### config.mk
export PLATFORM = sky130hd
export DESIGN_NAME = md_sequencer
export DESIGN_NICKNAME = d
export VERILOG_FILES = /design/src/rtl/md_pkg.sv /design/src/rtl/md_iter_core.sv /design/src/rtl/md_sequencer.sv
export SDC_FILE = /design/constraint.sdc
export NUM_CORES = 1
export LEC_CHECK = 0
export CORE_MARGIN = 2
export CORE_UTILIZATION = 55
export CTS_CLUSTER_SIZE = 28
export DETAILED_ROUTE_END_ITERATION = 7
export PLACE_DENSITY_LB_ADDON = 0.08
export SYNTH_ARGS = -nofsm -noshare
export SYNTH_HDL_FRONTEND = slang
export SYNTH_SLANG_ARGS = --single-unit
### constraint.sdc
create_clock -name clk -period 6.5 [get_ports clk]
set_input_delay 0.975 -clock clk [delete_from_list [all_inputs] [get_ports clk]]
set_output_delay 0.975 -clock clk [all_outputs]
set_load 0.01 [all_outputs]
### src/rtl/md_pkg.sv
// Shared constants and types for the RV32M multiply/divide sequencer.
package md_pkg;

   // funct3 encodings of the M-extension operations
   localparam logic [2:0] MD_MUL    = 3'b000;
   localparam logic [2:0] MD_MULH   = 3'b001;
   localparam logic [2:0] MD_MULHSU = 3'b010;
   localparam logic [2:0] MD_MULHU  = 3'b011;
   localparam logic [2:0] MD_DIV    = 3'b100;
   localparam logic [2:0] MD_DIVU   = 3'b101;
   localparam logic [2:0] MD_REM    = 3'b110;
   localparam logic [2:0] MD_REMU   = 3'b111;

   // One iteration per operand bit
   localparam int unsigned MD_ITERS = 32;

   typedef enum logic [1:0] {
      StIdle,
      StMul,
      StDiv,
      StDone
   } md_state_e;

endpackage

### src/rtl/md_iter_core.sv
// Iterative datapath: shift-add multiply or restoring divide, one step per cycle.
// Multiply: acc = {product_hi, multiplier/product_lo}, opd = multiplicand.
// Divide:   acc = {remainder, dividend/quotient},      opd = divisor.
module md_iter_core #(
   parameter int unsigned Width = 32
) (
   input  logic               clk_i,
   input  logic               rst_i,
   input  logic               load_i,
   input  logic               step_i,
   input  logic               div_mode_i,
   input  logic [2*Width-1:0] acc_init_i,
   input  logic [Width-1:0]   opd_init_i,
   output logic [2*Width-1:0] acc_o
);

   logic [2*Width-1:0] acc_q, acc_d;
   logic [Width-1:0]   opd_q, opd_d;
   logic [Width:0]     mul_sum;
   logic [2*Width-1:0] mul_next;
   logic [Width:0]     rem_sh;
   logic [Width:0]     trial;
   logic [2*Width-1:0] div_next;

   // Single-step next values for both modes, then load/step selection
   always_comb begin
      mul_sum  = {1'b0, acc_q[2*Width-1:Width]} + (acc_q[0] ? {1'b0, opd_q} : '0);
      mul_next = {mul_sum, acc_q[Width-1:1]};

      rem_sh = {acc_q[2*Width-1:Width], acc_q[Width-1]};
      trial  = rem_sh - {1'b0, opd_q};
      // MSB of trial set means the divisor did not fit: keep the shifted remainder
      if (trial[Width]) begin
         div_next = {rem_sh[Width-1:0], acc_q[Width-2:0], 1'b0};
      end else begin
         div_next = {trial[Width-1:0], acc_q[Width-2:0], 1'b1};
      end

      acc_d = acc_q;
      opd_d = opd_q;
      if (load_i) begin
         acc_d = acc_init_i;
         opd_d = opd_init_i;
      end else if (step_i) begin
         acc_d = div_mode_i ? div_next : mul_next;
      end
   end

   // Datapath registers
   always_ff @(posedge clk_i) begin
      if (rst_i) begin
         acc_q <= '0;
         opd_q <= '0;
      end else begin
         acc_q <= acc_d;
         opd_q <= opd_d;
      end
   end

   assign acc_o = acc_q;

endmodule

### src/rtl/md_sequencer.sv
// RV32M multiply/divide sequencer: captures an op from execute, stalls the
// front of the pipe while md_iter_core iterates, then presents the result
// for exactly one cycle.
module md_sequencer
   import md_pkg::*;
#(
   parameter int unsigned DATA_WIDTH = MD_ITERS
) (
   input  logic                  clk,
   input  logic                  rst,
   input  logic                  start_e,
   input  logic [2:0]            funct3_e,
   input  logic [DATA_WIDTH-1:0] src_a_e,
   input  logic [DATA_WIDTH-1:0] src_b_e,
   input  logic                  flush_e,
   output logic                  stall_md,
   output logic                  done_e,
   output logic [DATA_WIDTH-1:0] md_result_e
);

   localparam int unsigned W    = DATA_WIDTH;
   localparam int unsigned CntW = $clog2(DATA_WIDTH);
   localparam logic [W-1:0] MinNeg = {1'b1, {(W-1){1'b0}}};

   md_state_e       state_q, state_d;
   logic [CntW-1:0] cnt_q, cnt_d;
   logic [2:0]      op_q, op_d;
   logic            neg_q, neg_d;
   logic            neg_rem_q, neg_rem_d;

   logic           a_signed, b_signed, a_neg, b_neg;
   logic [W-1:0]   a_mag, b_mag;
   logic           is_div, div_zero, div_ovf, special;
   logic [2*W-1:0] acc_init;
   logic [W-1:0]   opd_init;
   logic           load, step;
   logic [2*W-1:0] acc;
   logic [2*W-1:0] prod_fix;
   logic [W-1:0]   quo, rem;

   // Operand magnitudes, sign flags and divide special cases from the live inputs
   always_comb begin
      a_signed = (funct3_e == MD_MULH) || (funct3_e == MD_MULHSU) ||
                 (funct3_e == MD_DIV)  || (funct3_e == MD_REM);
      b_signed = (funct3_e == MD_MULH) || (funct3_e == MD_DIV) || (funct3_e == MD_REM);
      a_neg    = a_signed & src_a_e[W-1];
      b_neg    = b_signed & src_b_e[W-1];
      a_mag    = a_neg ? -src_a_e : src_a_e;
      b_mag    = b_neg ? -src_b_e : src_b_e;

      is_div   = funct3_e[2];
      div_zero = (src_b_e == '0);
      div_ovf  = !funct3_e[0] && (src_a_e == MinNeg) && (src_b_e == '1);
      special  = is_div && (div_zero || div_ovf);

      // Special cases preload the final {remainder, quotient} with no sign fixup
      if (special) begin
         acc_init = div_zero ? {src_a_e, {W{1'b1}}} : {{W{1'b0}}, src_a_e};
      end else if (is_div) begin
         acc_init = {{W{1'b0}}, a_mag};
      end else begin
         acc_init = {{W{1'b0}}, b_mag};
      end
      opd_init = is_div ? b_mag : a_mag;
   end

   // FSM next-state, counter and capture
   always_comb begin
      state_d   = state_q;
      cnt_d     = cnt_q;
      op_d      = op_q;
      neg_d     = neg_q;
      neg_rem_d = neg_rem_q;
      load      = 1'b0;
      step      = 1'b0;
      unique case (state_q)
         StIdle: begin
            if (start_e && !flush_e) begin
               load      = 1'b1;
               op_d      = funct3_e;
               neg_d     = special ? 1'b0 : (a_neg ^ b_neg);
               neg_rem_d = special ? 1'b0 : a_neg;
               cnt_d     = CntW'(DATA_WIDTH - 1);
               if (special) begin
                  state_d = StDone;
               end else begin
                  state_d = is_div ? StDiv : StMul;
               end
            end
         end
         StMul, StDiv: begin
            if (flush_e) begin
               state_d = StIdle;
            end else begin
               step = 1'b1;
               if (cnt_q == '0) begin
                  state_d = StDone;
               end else begin
                  cnt_d = cnt_q - 1'b1;
               end
            end
         end
         StDone: begin
            state_d = StIdle;
         end
         default: begin
            state_d = StIdle;
         end
      endcase
   end

   // Control registers
   always_ff @(posedge clk) begin
      if (rst) begin
         state_q   <= StIdle;
         cnt_q     <= '0;
         op_q      <= '0;
         neg_q     <= 1'b0;
         neg_rem_q <= 1'b0;
      end else begin
         state_q   <= state_d;
         cnt_q     <= cnt_d;
         op_q      <= op_d;
         neg_q     <= neg_d;
         neg_rem_q <= neg_rem_d;
      end
   end

   md_iter_core #(
      .Width (W)
   ) u_core (
      .clk_i      (clk),
      .rst_i      (rst),
      .load_i     (load),
      .step_i     (step),
      .div_mode_i (state_q == StDiv),
      .acc_init_i (acc_init),
      .opd_init_i (opd_init),
      .acc_o      (acc)
   );

   // Sign fixup and result select; outputs depend on registered state only
   always_comb begin
      prod_fix    = neg_q ? -acc : acc;
      quo         = acc[W-1:0];
      rem         = acc[2*W-1:W];
      md_result_e = '0;
      if (state_q == StDone) begin
         unique case (op_q)
            MD_MUL:                       md_result_e = prod_fix[W-1:0];
            MD_MULH, MD_MULHSU, MD_MULHU: md_result_e = prod_fix[2*W-1:W];
            MD_DIV, MD_DIVU:              md_result_e = neg_q ? -quo : quo;
            MD_REM, MD_REMU:              md_result_e = neg_rem_q ? -rem : rem;
            default:                      md_result_e = '0;
         endcase
      end
   end

   assign done_e   = (state_q == StDone);
   assign stall_md = (((state_q == StIdle) && start_e) || (state_q == StMul) ||
                      (state_q == StDiv)) && !flush_e;

endmodule

# --- After elaboration in Yosys (flattened, before gate mapping) ---
# Index checks and enable logic that the tools add are counted.
classes:
  n_eq_ne: 20
  add_sub_neg: 8
  n_mux: 32
  n_reduce_logical: 29
  bitwise: 3
ops:
  columns: ["cell", "count"]
  rows:
  - ["$mux W64", 7]
  - ["$mux W32", 8]
  - ["$neg A32 Y32", 4]
  - ["$pmux W32 S4", 1]
  - ["$eq A32 B32 Y1 const B", 2]
  - ["$neg A64 Y64", 1]
  - ["$add A32 B33 Y33", 1]
  - ["$sub A33 B32 Y33", 1]
  - ["$logic_not A32 Y1", 1]
  - ["$eq A3 B3 Y1 const B", 6]
  - ["$mux W5", 3]
  - ["$mux W2", 5]
  - ["$pmux W5 S2", 1]
  - ["$eq A3 B2 Y1 const B", 3]
  - ["$logic_or A1 B1 Y1", 8]
  - ["$eq A3 B1 Y1 const B", 2]
  - ["$logic_and A1 B1 Y1", 6]
  - ["$mux W1", 6]
  - ["$ne A2 B2 Y1 const B", 3]
  - ["$pmux W2 S3", 1]
  - ["$reduce_or A2 Y1", 3]
  - ["$logic_not A5 Y1", 1]
  - ["$sub A5 B1 Y5 const B", 1]
  - ["$eq A2 B2 Y1 const B", 2]
  - ["11 further kinds", 15]
word_totals:
  input_bits: 71
  regBits: 108
  out_inout_bits: 34
  word_cells: 99

# --- Longest topological paths before layout ---
# Gate-level depths: netlist of the first run.
depth:
  depth_word: 9
  depth_mapped: 15
  depth_no_buf: 13

# --- Cells and area by module ---
# From an unflattened synthesis of the first run, not the netlist that was laid out.
unflattened:
  hier_cells: 2148
  area_unflattened_um2: 15220.8
by_module_without_submodules:
  columns: ["mod", "area_per_inst_um2", "cells_per_inst", "seq_area_each_um2", "n_inst"]
  rows:
  - ["md_iter_core", 8730.9, 1154, 1921.8, 1]
  - ["md_sequencer", 6490.0, 994, 240.2, 1]

# --- Least setup slack after synthesis of the first run ---
# OpenSTA, ideal clock, no wires.
synth_timing:
  path_type: "reg-to-output"
  startpoint: "register u_core.acc_q[32], in the netlist u_core.acc_o[32]"
  endpoint: "output md_result_e[22]"
  stages_incl_launch_ff: 13
  t_required_ps: 5525
  path_buffers: 1
  arrival_time_ps: 3327
  slack_ps: 2198
  cell_sequence: "dfxtp_1 -> inv_1 -> ha_1 -> or3b_2 -> or3_1 -> or3_1 -> or2_2 -> clkbuf_1 -> nor3_1 -> nand2_1 -> o31ai_1 -> xor2_1 -> o21ai_0"
synth_via:
  elab_chain_cells: 4
  word_cells_on_any_way: 6
  classes_between: "2 x add/sub; 4 x mux"
synth_lines:
  columns: ["element", "line", "text"]
  rows:
  - ["from (decl)", "md_iter_core.sv:17", "logic [2*Width-1:0] acc_q, acc_d;"]
  - ["from (signal assigned)", "md_iter_core.sv:52", "acc_q <= '0;"]
  - ["from (signal assigned)", "md_iter_core.sv:55", "acc_q <= acc_d;"]
  - ["$neg A64 Y64 / $neg A32 Y32 (equally long branches)", "md_sequencer.sv:144, md_sequencer.sv:153", null]
  - ["$mux W64 / $mux W32 (equally long branches)", "md_sequencer.sv:144, md_sequencer.sv:153", null]
  - ["$pmux W32 S4 *", "md_sequencer.sv:149", "unique case (op_q)"]
  - ["$mux W32 *", "md_sequencer.sv:148", "if (state_q == StDone) begin"]
  - ["to (decl)", "md_sequencer.sv:18", "output logic [DATA_WIDTH-1:0] md_result_e"]
# Mark *: on every way between the ends. The rest lies on a longest branch, timed or not.

# --- Worst setup path after layout of the first run ---
# Same ends and word-level chain as after synthesis.

==> results.rst, run 1 <==
.. list-table::
   :header-rows: 1

   * - Metric
     - Value
   * - Starting utilization of the core area
     - 55.7%
   * - Total Neg Setup Slack
     - 0 ns
   * - Worst setup EP type
     - output port
   * - Post-route design area
     - 14,900 µm²
   * - Share of cells above drive strength 1
     - 3.68%
   * - Required time worst endpoint
     - 5.52 ns
   * - Number of nets with antenna violations after detailed routing
     - 0
   * - RePlAce Congestion
     - 1.10
   * - Share of synthesized registers carrying an async set or reset
     - 0%
   * - Kind of path behind the tightest hold check
     - reg2reg
   * - Combined flip-flop and latch cell area
     - 2160 µm²
   * - I/O pin count
     - 105
   * - Hold_buf cts
     - 0
   * - GRT Residual Overflow
     - 0
   * - Relative slew slack
     - 21.6%
   * - Deepest level of the CTS H-tree
     - 3
   * - Largest fanout of any net on the critical path
     - 12
   * - # fillers
     - 2,324
   * - Max Slew Vio Count
     - 0
   * - Area of the core
     - 24,200 µm²
   * - Register area share after synthesis
     - 16.1%
   * - RSZ-0062 raised after global routing
     - no
   * - Number of placement rows
     - 57
   * - Slew of the pin with the lowest slew margin
     - 1.18 ns
   * - Antenna violations before repair
     - 1
   * - Gr usage total
     - 42.8%
   * - Final setup slack of the worst path
     - 0.949 ns
   * - Global-route wire length before repair
     - 85,800 µm
   * - Static leakage
     - 5.58 nW
   * - Height of the die
     - 161 µm
   * - Area of the die
     - 25,800 µm²
   * - Via count of the first global-routing pass
     - 14.7k
   * - CP startpoint kind
     - flop
   * - Final Hold Violating Endpoints
     - 0
   * - Finish-stage setup viols
     - 0
   * - Top FF cell, synth
     - sky130_fd_sc_hd__dfxtp_1
   * - Final routed wire length divided by cell count
     - 24.0 µm
   * - Result of the run
     - finished clean
   * - Clock insertion delay at the later pin of the skew report
     - 0.37 ns
   * - Worst voltage drop across the vdd grid
     - 0.322 mV
   * - Power density relative to cell area
     - 422 nW/µm²
   * - Max-capacitance violation count
     - 0
   * - Cell Area, Synth
     - 13,500 µm²
   * - Post-CTS resize count
     - 0
   * - Cell with the largest stage delay on the worst path
     - sky130_fd_sc_hd__clkdlybuf4s50_1
   * - Cells along the critical path
     - inv_1, ha_1, or3b_2, or3_1, or3_1, or2_2, or3_1, o31ai_1, xor2_1, o22ai_1, nand2_1, o21ai_0, clkdlybuf4s50_1
   * - Kind of critical path
     - reg2out
   * - Number of buffers inserted by post-CTS setup repair
     - 0
   * - Data arrival time of the critical path
     - 4.58 ns
   * - Clock buffers created by TritonCTS
     - 9
   * - Layout Nets
     - 2,154
   * - Via count normalized by instance count
     - 6.77
   * - Detailed Route WL
     - 56,200 µm
   * - Count of input and output buffers
     - 104
   * - Worst setup slack before clock tree synthesis
     - 1.36 ns
   * - Width of the die
     - 161 µm
   * - Mean area per synthesized cell
     - 6.75 µm²
   * - Largest net degree at the start of global routing
     - 98
   * - Number of warnings reported in the yosys synthesis log
     - 0
   * - Unique masters post-synth
     - 71
   * - Area added between synthesis and finish
     - 10.9%
   * - Worst hold slack across all endpoints
     - 0.457 ns
   * - Number of optimization iterations in the first detailed-route pass
     - 8
   * - Buffer type at the clock tree root
     - sky130_fd_sc_hd__clkbuf_16
   * - Max Buffers Root-to-Sink
     - 2
   * - Reg clk slew, reported paths
     - 0.07 ns
   * - Sink count of the clock tree
     - 108
   * - Highest achievable clock rate
     - 180 MHz
   * - Min cycle time layout
     - 5.55 ns
   * - Placed cell areas
     - 14,600 µm²
   * - Number of synthesized flops with an enable pin
     - 0
   * - Detailed-route DRC error count
     - 0
   * - Synthesized instance count
     - 1,996
   * - Vias post-DR
     - 15.8k
   * - Area used by multi-input combinational logic
     - 10,500 µm²
   * - Worst clock skew
     - 0.0148 ns
   * - Share of the clock period used by the worst path
     - 85.4%
   * - Total power after layout
     - 0.00631 W
   * - Clock tree from TritonCTS
     - done
   * - Iteration-0 DRC count of the detailed router
     - 1,942
   * - Top cell by count, worst path
     - sky130_fd_sc_hd__or3_1
   * - Sum of net half-perimeters after detailed placement
     - 43,700 µm
   * - Nets in the synthesized netlist
     - 2,144
   * - Flop and latch count out of synthesis
     - 108
   * - Maximum single-stage delay on the critical path
     - 0.56 ns
==> state kept, by name (all words and copies together) (netlist names) <==
register	flops
cnt_q	5
neg_q	1
u_core.acc_o	64
u_core.opd_q	32
neg_rem_q	1
op_q	3
state_q	2
==> report_power, final <==
group,switching (W),total (W),internal [W],leakage (nW)
logic,0.00290,0.00454,0.00164,4.55
clock network,0.000283,0.000583,0.000300,0.139
registers,0.000360,0.00118,0.000823,0.884
total,0.00354,0.00631,0.00276,5.58
==> cell usage in the layout (no fill, tap or decap), types with 5 or more instances in the layout <==
cell / instances
sky130_fd_sc_hd__ha_1: 74
sky130_fd_sc_hd__nand2b_1: 18
sky130_fd_sc_hd__o311ai_0: 5
sky130_fd_sc_hd__nor2_1: 197
sky130_fd_sc_hd__xor2_1: 112
sky130_fd_sc_hd__a21boi_0: 6
sky130_fd_sc_hd__o22ai_1: 21
sky130_fd_sc_hd__o221ai_1: 17
sky130_fd_sc_hd__nor4_1: 10
sky130_fd_sc_hd__o41ai_1: 16
sky130_fd_sc_hd__inv_1: 74
sky130_fd_sc_hd__clkdlybuf4s50_1: 102
sky130_fd_sc_hd__o21bai_1: 5
sky130_fd_sc_hd__nand3_1: 36
sky130_fd_sc_hd__buf_4: 32
sky130_fd_sc_hd__o21ai_0: 182
sky130_fd_sc_hd__a21o_1: 33
sky130_fd_sc_hd__dfxtp_1: 107
sky130_fd_sc_hd__xnor2_1: 81
sky130_fd_sc_hd__clkbuf_16: 9
sky130_fd_sc_hd__nor2b_1: 19
sky130_fd_sc_hd__or3_1: 30
sky130_fd_sc_hd__and2_1: 15
sky130_fd_sc_hd__and3_1: 18
sky130_fd_sc_hd__a21oi_1: 193
sky130_fd_sc_hd__a221oi_1: 14
sky130_fd_sc_hd__or2_2: 6
sky130_fd_sc_hd__o21a_1: 5
sky130_fd_sc_hd__nor3_1: 55
sky130_fd_sc_hd__or4_1: 23
sky130_fd_sc_hd__a22oi_1: 19
sky130_fd_sc_hd__mux2i_1: 41
sky130_fd_sc_hd__nand2_1: 235
sky130_fd_sc_hd__o211ai_1: 30
sky130_fd_sc_hd__a31oi_1: 15
sky130_fd_sc_hd__a211oi_1: 34
sky130_fd_sc_hd__nand4_1: 19
sky130_fd_sc_hd__o31ai_1: 27
==> final timing paths <==
path	start	end	slack (ns)	cells past startpoint
worst min-delay path	u_core.opd_q[21]$_SDFFE_PP0P_	u_core.opd_q[21]$_SDFFE_PP0P_	0.46	2
worst min register to register	u_core.opd_q[21]$_SDFFE_PP0P_	u_core.opd_q[21]$_SDFFE_PP0P_	0.46	2
worst max-delay path	u_core.acc_o[32]$_SDFFE_PP0P_	md_result_e[22]	0.95	13
worst max register to register	u_core.acc_o[50]$_SDFFE_PP0P_	u_core.acc_o[43]$_SDFFE_PP0P_	1.77	12
==> logic make-up (layout without fill, tap and decap cells) <==
group,count (synthesis),after routing,synth area share (%)
and+or+nand+nor,702,702,24.4
buffers and inverters,211,225,6.07
AOI/OAI and AO/OA,663,663,30.6
muxes,42,42,3.13
DFF,108,108,16.1
adders and majority gates,77,77,7.26
other,0,1,0
xor gates and xnor gates,193,193,12.5
==> stage by stage <==
step,instances,util (%)
finish,2335,61.8
floorplan,1996,-
detailed placement,2319,60.6
global route,2334,61.8
global placement,2319,60.6
CTS,2334,61.8
==> cell type report <==
class | count | share of cell area (%)
Antenna cell | 1 | 0.0168
Clock buffer | 10 | 1.53
Clock inverter | 5 | 0.402
Inverter | 75 | 1.88
Multi-Input combinational cell | 1677 | 70.5
Sequential cell | 108 | 14.5
Tap cell | 324 | 2.71
Timing Repair Buffer | 135 | 8.48
==> layer usage <==
metal  vias to the layer above  GRT usage [%]  routed length [µm]
met5                         -              0                  15
met4                         2           25.7                3720
met3                       198           8.57                6460
met2                      1117           62.6               23200
met1                      7256           58.0               22800
li1                       7240              -                   -
==> critical path, delay by kind of cell, from the launching register on <==
family | cells | cell delay (ns)
AOI/OAI and AO/OA | 3 | 0.51
xor gates and xnor gates | 1 | 0.11
adders and majority gates | 1 | 0.21
buffers and inverters | 2 | 0.75
DFF | 1 | 0.40
and+or+nand+nor | 6 | 2.25
==> synth_stat cells, types with 30 or more instances <==
cell	n	area (µm²)
sky130_fd_sc_hd__or3_1	30	188
sky130_fd_sc_hd__clkbuf_1	119	447
sky130_fd_sc_hd__a21oi_1	194	971
sky130_fd_sc_hd__a21o_1	33	248
sky130_fd_sc_hd__mux2i_1	41	410
sky130_fd_sc_hd__nand3_1	37	185
sky130_fd_sc_hd__nand2_1	235	882
sky130_fd_sc_hd__o21ai_0	182	911
sky130_fd_sc_hd__a211oi_1	34	255
sky130_fd_sc_hd__o211ai_1	30	225
sky130_fd_sc_hd__xnor2_1	81	709
sky130_fd_sc_hd__inv_1	74	278
sky130_fd_sc_hd__nor2_1	198	743
sky130_fd_sc_hd__nor3_1	55	275
sky130_fd_sc_hd__ha_1	75	938
sky130_fd_sc_hd__xor2_1	112	981
sky130_fd_sc_hd__dfxtp_1	108	2160
No activity file was read; power rests on OpenSTA's default activity.
==> run 2: changes to the inputs <==
RECOVER_POWER = 25   (was default)
TNS_END_PERCENT = 30   (was default)
==> results.rst, run 2 (synthesized netlist as in run 1, its figures left out) <==
.. list-table::
   :header-rows: 1

   * - Metric
     - Value
   * - Width of the die
     - 161 µm
   * - Gr usage total
     - 42.8%
   * - Static leakage
     - 5.57 nW
   * - Slew of the pin with the lowest slew margin
     - 1.82 ns
   * - Most common cell after layout, fill and taps aside
     - sky130_fd_sc_hd__nand2_1
   * - Data arrival time of the critical path
     - 5.82 ns
   * - Worst voltage drop across the vdd grid
     - 0.323 mV
   * - Clock insertion delay at the later pin of the skew report
     - 0.37 ns
   * - Detailed-route DRC error count
     - 0
   * - Clock tree from TritonCTS
     - done
   * - Hold_buf cts
     - 0
   * - Number of placement rows
     - 57
   * - Worst setup EP type
     - flop
   * - RSZ-0062 raised after global routing
     - no
   * - Share of cells above drive strength 1
     - 3.48%
   * - Finish-stage setup viols
     - 0
   * - Starting utilization of the core area
     - 55.7%
   * - Number of optimization iterations in the first detailed-route pass
     - 8
   * - Layout Nets
     - 2,154
   * - Count of input and output buffers
     - 104
   * - Max Slew Vio Count
     - 151
   * - Final setup slack of the worst path
     - 0.893 ns
   * - Worst setup slack before clock tree synthesis
     - 1.36 ns
   * - Largest fanout of any net on the critical path
     - 40
   * - Sink count of the clock tree
     - 108
   * - Worst hold slack across all endpoints
     - 0.455 ns
   * - Worst clock skew
     - 0.0147 ns
   * - Height of the die
     - 161 µm
   * - Result of the run
     - finished with violations
   * - Required time worst endpoint
     - 6.71 ns
   * - Buffer type at the clock tree root
     - sky130_fd_sc_hd__clkbuf_16
   * - Commonest cells after routing, fill and taps aside
     - 235 x sky130_fd_sc_hd__nand2_1, 197 x sky130_fd_sc_hd__nor2_1, 193 x sky130_fd_sc_hd__a21oi_1
   * - RePlAce Congestion
     - 1.10
   * - Total Neg Setup Slack
     - 0 ns
   * - Kind of critical path
     - in2reg
   * - Total power after layout
     - 0.00631 W
   * - Max Buffers Root-to-Sink
     - 2
   * - Number of nets with antenna violations after detailed routing
     - 0
   * - Failing checks
     - max-capacitance violations, max-slew violations
   * - Largest net degree at the start of global routing
     - 98
   * - Via count normalized by instance count
     - 6.75
   * - Global-route wire length before repair
     - 85,800 µm
   * - Kind of path behind the tightest hold check
     - reg2reg
   * - Deepest level of the CTS H-tree
     - 3
   * - Via count of the first global-routing pass
     - 14.7k
   * - Power density relative to cell area
     - 423 nW/µm²
   * - Antenna violations before repair
     - 1
   * - CP startpoint kind
     - primary input
   * - Final Hold Violating Endpoints
     - 0
   * - Final routed wire length divided by cell count
     - 24.0 µm
   * - I/O pin count
     - 105
   * - Relative slew slack
     - -21.6%
   * - Iteration-0 DRC count of the detailed router
     - 1,929
   * - Clock buffers created by TritonCTS
     - 9
   * - Share of the clock period used by the worst path
     - 86.3%
   * - Post-CTS resize count
     - 0
   * - Min cycle time layout
     - 5.61 ns
   * - Area added between synthesis and finish
     - 10.8%
   * - Area of the die
     - 25,800 µm²
   * - Sum of net half-perimeters after detailed placement
     - 43,700 µm
   * - Area of the core
     - 24,200 µm²
   * - Vias post-DR
     - 15.8k
   * - GRT Residual Overflow
     - 0
   * - Highest achievable clock rate
     - 178 MHz
   * - Detailed Route WL
     - 56,100 µm
   * - Max-capacitance violation count
     - 4
   * - Flip-flop count of the largest register after layout
     - 64
   * - Number of buffers inserted by post-CTS setup repair
     - 0
   * - Reg clk slew, reported paths
     - 0.07 ns
run 2: changes by cell type in the layout (fill, tap and decap cells not counted):
cell / change
sky130_fd_sc_hd__and2_1: -1
sky130_fd_sc_hd__buf_2: -1
sky130_fd_sc_hd__clkbuf_1: +4
sky130_fd_sc_hd__clkdlybuf4s50_1: -3
sky130_fd_sc_hd__and2_0: +1
sky130_fd_sc_hd__dlygate4sd3_1: +3
sky130_fd_sc_hd__buf_4: -3
run 2: stage by stage:
stage / util, % / std cells / area [µm²]
6_report: 61.7 / 2335 / 14900
5_1_grt: 61.7 / 2334 / 14900
4_1_cts: 61.8 / 2334 / 14900
3_5_place_dp: 60.6 / 2319 / 14600
3_3_place_gp: 60.6 / 2319 / 14600
2_1_floorplan: - / 1996 / 13500
run 2: final cells by class:
class                           instances  area, µm²
Antenna cell                            1       2.50
Clock buffer                           10        229
Clock inverter                          5       60.1
Fill cell                            2326       9250
Inverter                               75        282
Multi-Input combinational cell       1677      10500
Sequential cell                       108       2160
Tap cell                              324        405
Timing Repair Buffer                  135       1250
run 2: critical path, stage by stage:
cell	delay (ns)
sky130_fd_sc_hd__clkbuf_1	1.23
sky130_fd_sc_hd__clkinv_1	0.21
sky130_fd_sc_hd__clkbuf_1	0.72
sky130_fd_sc_hd__o21ai_0	0.53
sky130_fd_sc_hd__and2_0	0.80
sky130_fd_sc_hd__o21ai_0	0.25
sky130_fd_sc_hd__xor2_1	0.31
sky130_fd_sc_hd__nor2_1	0.09
sky130_fd_sc_hd__nor2_1	0.35
sky130_fd_sc_hd__a221oi_1	0.16
sky130_fd_sc_hd__a21oi_1	0.13
sky130_fd_sc_hd__nor2_1	0.05
run 2: worst paths after layout:
check             depth (start not counted)  slack [ns]                            end                          start
setup reg to reg                         11        1.73  u_core.acc_o[45]$_SDFFE_PP0P_  u_core.acc_o[50]$_SDFFE_PP0P_
setup / recovery                         12        0.89  u_core.acc_o[10]$_SDFFE_PP0P_                    funct3_e[2]
hold reg to reg                           2        0.46  u_core.opd_q[21]$_SDFFE_PP0P_  u_core.opd_q[21]$_SDFFE_PP0P_
hold / removal                            2        0.46  u_core.opd_q[21]$_SDFFE_PP0P_  u_core.opd_q[21]$_SDFFE_PP0P_
run 2: per-layer routing:
| metal | vias to the layer above | GRT usage (%) | wire [µm] |
|---|---|---|---|
| met3 | 193 | 8.57 | 6460 |
| li1 | 7234 | - | - |
| met4 | 2 | 25.7 | 3740 |
| met2 | 1081 | 62.6 | 23000 |
| met5 | - | 0 | 15 |
| met1 | 7257 | 58.0 | 22800 |
run 2: where the power goes:
part           leakage, nW  total, W  switching (W)  internal, W
clock network        0.139  0.000584       0.000284     0.000300
registers            0.884   0.00118       0.000361     0.000823
logic                 4.54   0.00454        0.00290      0.00164
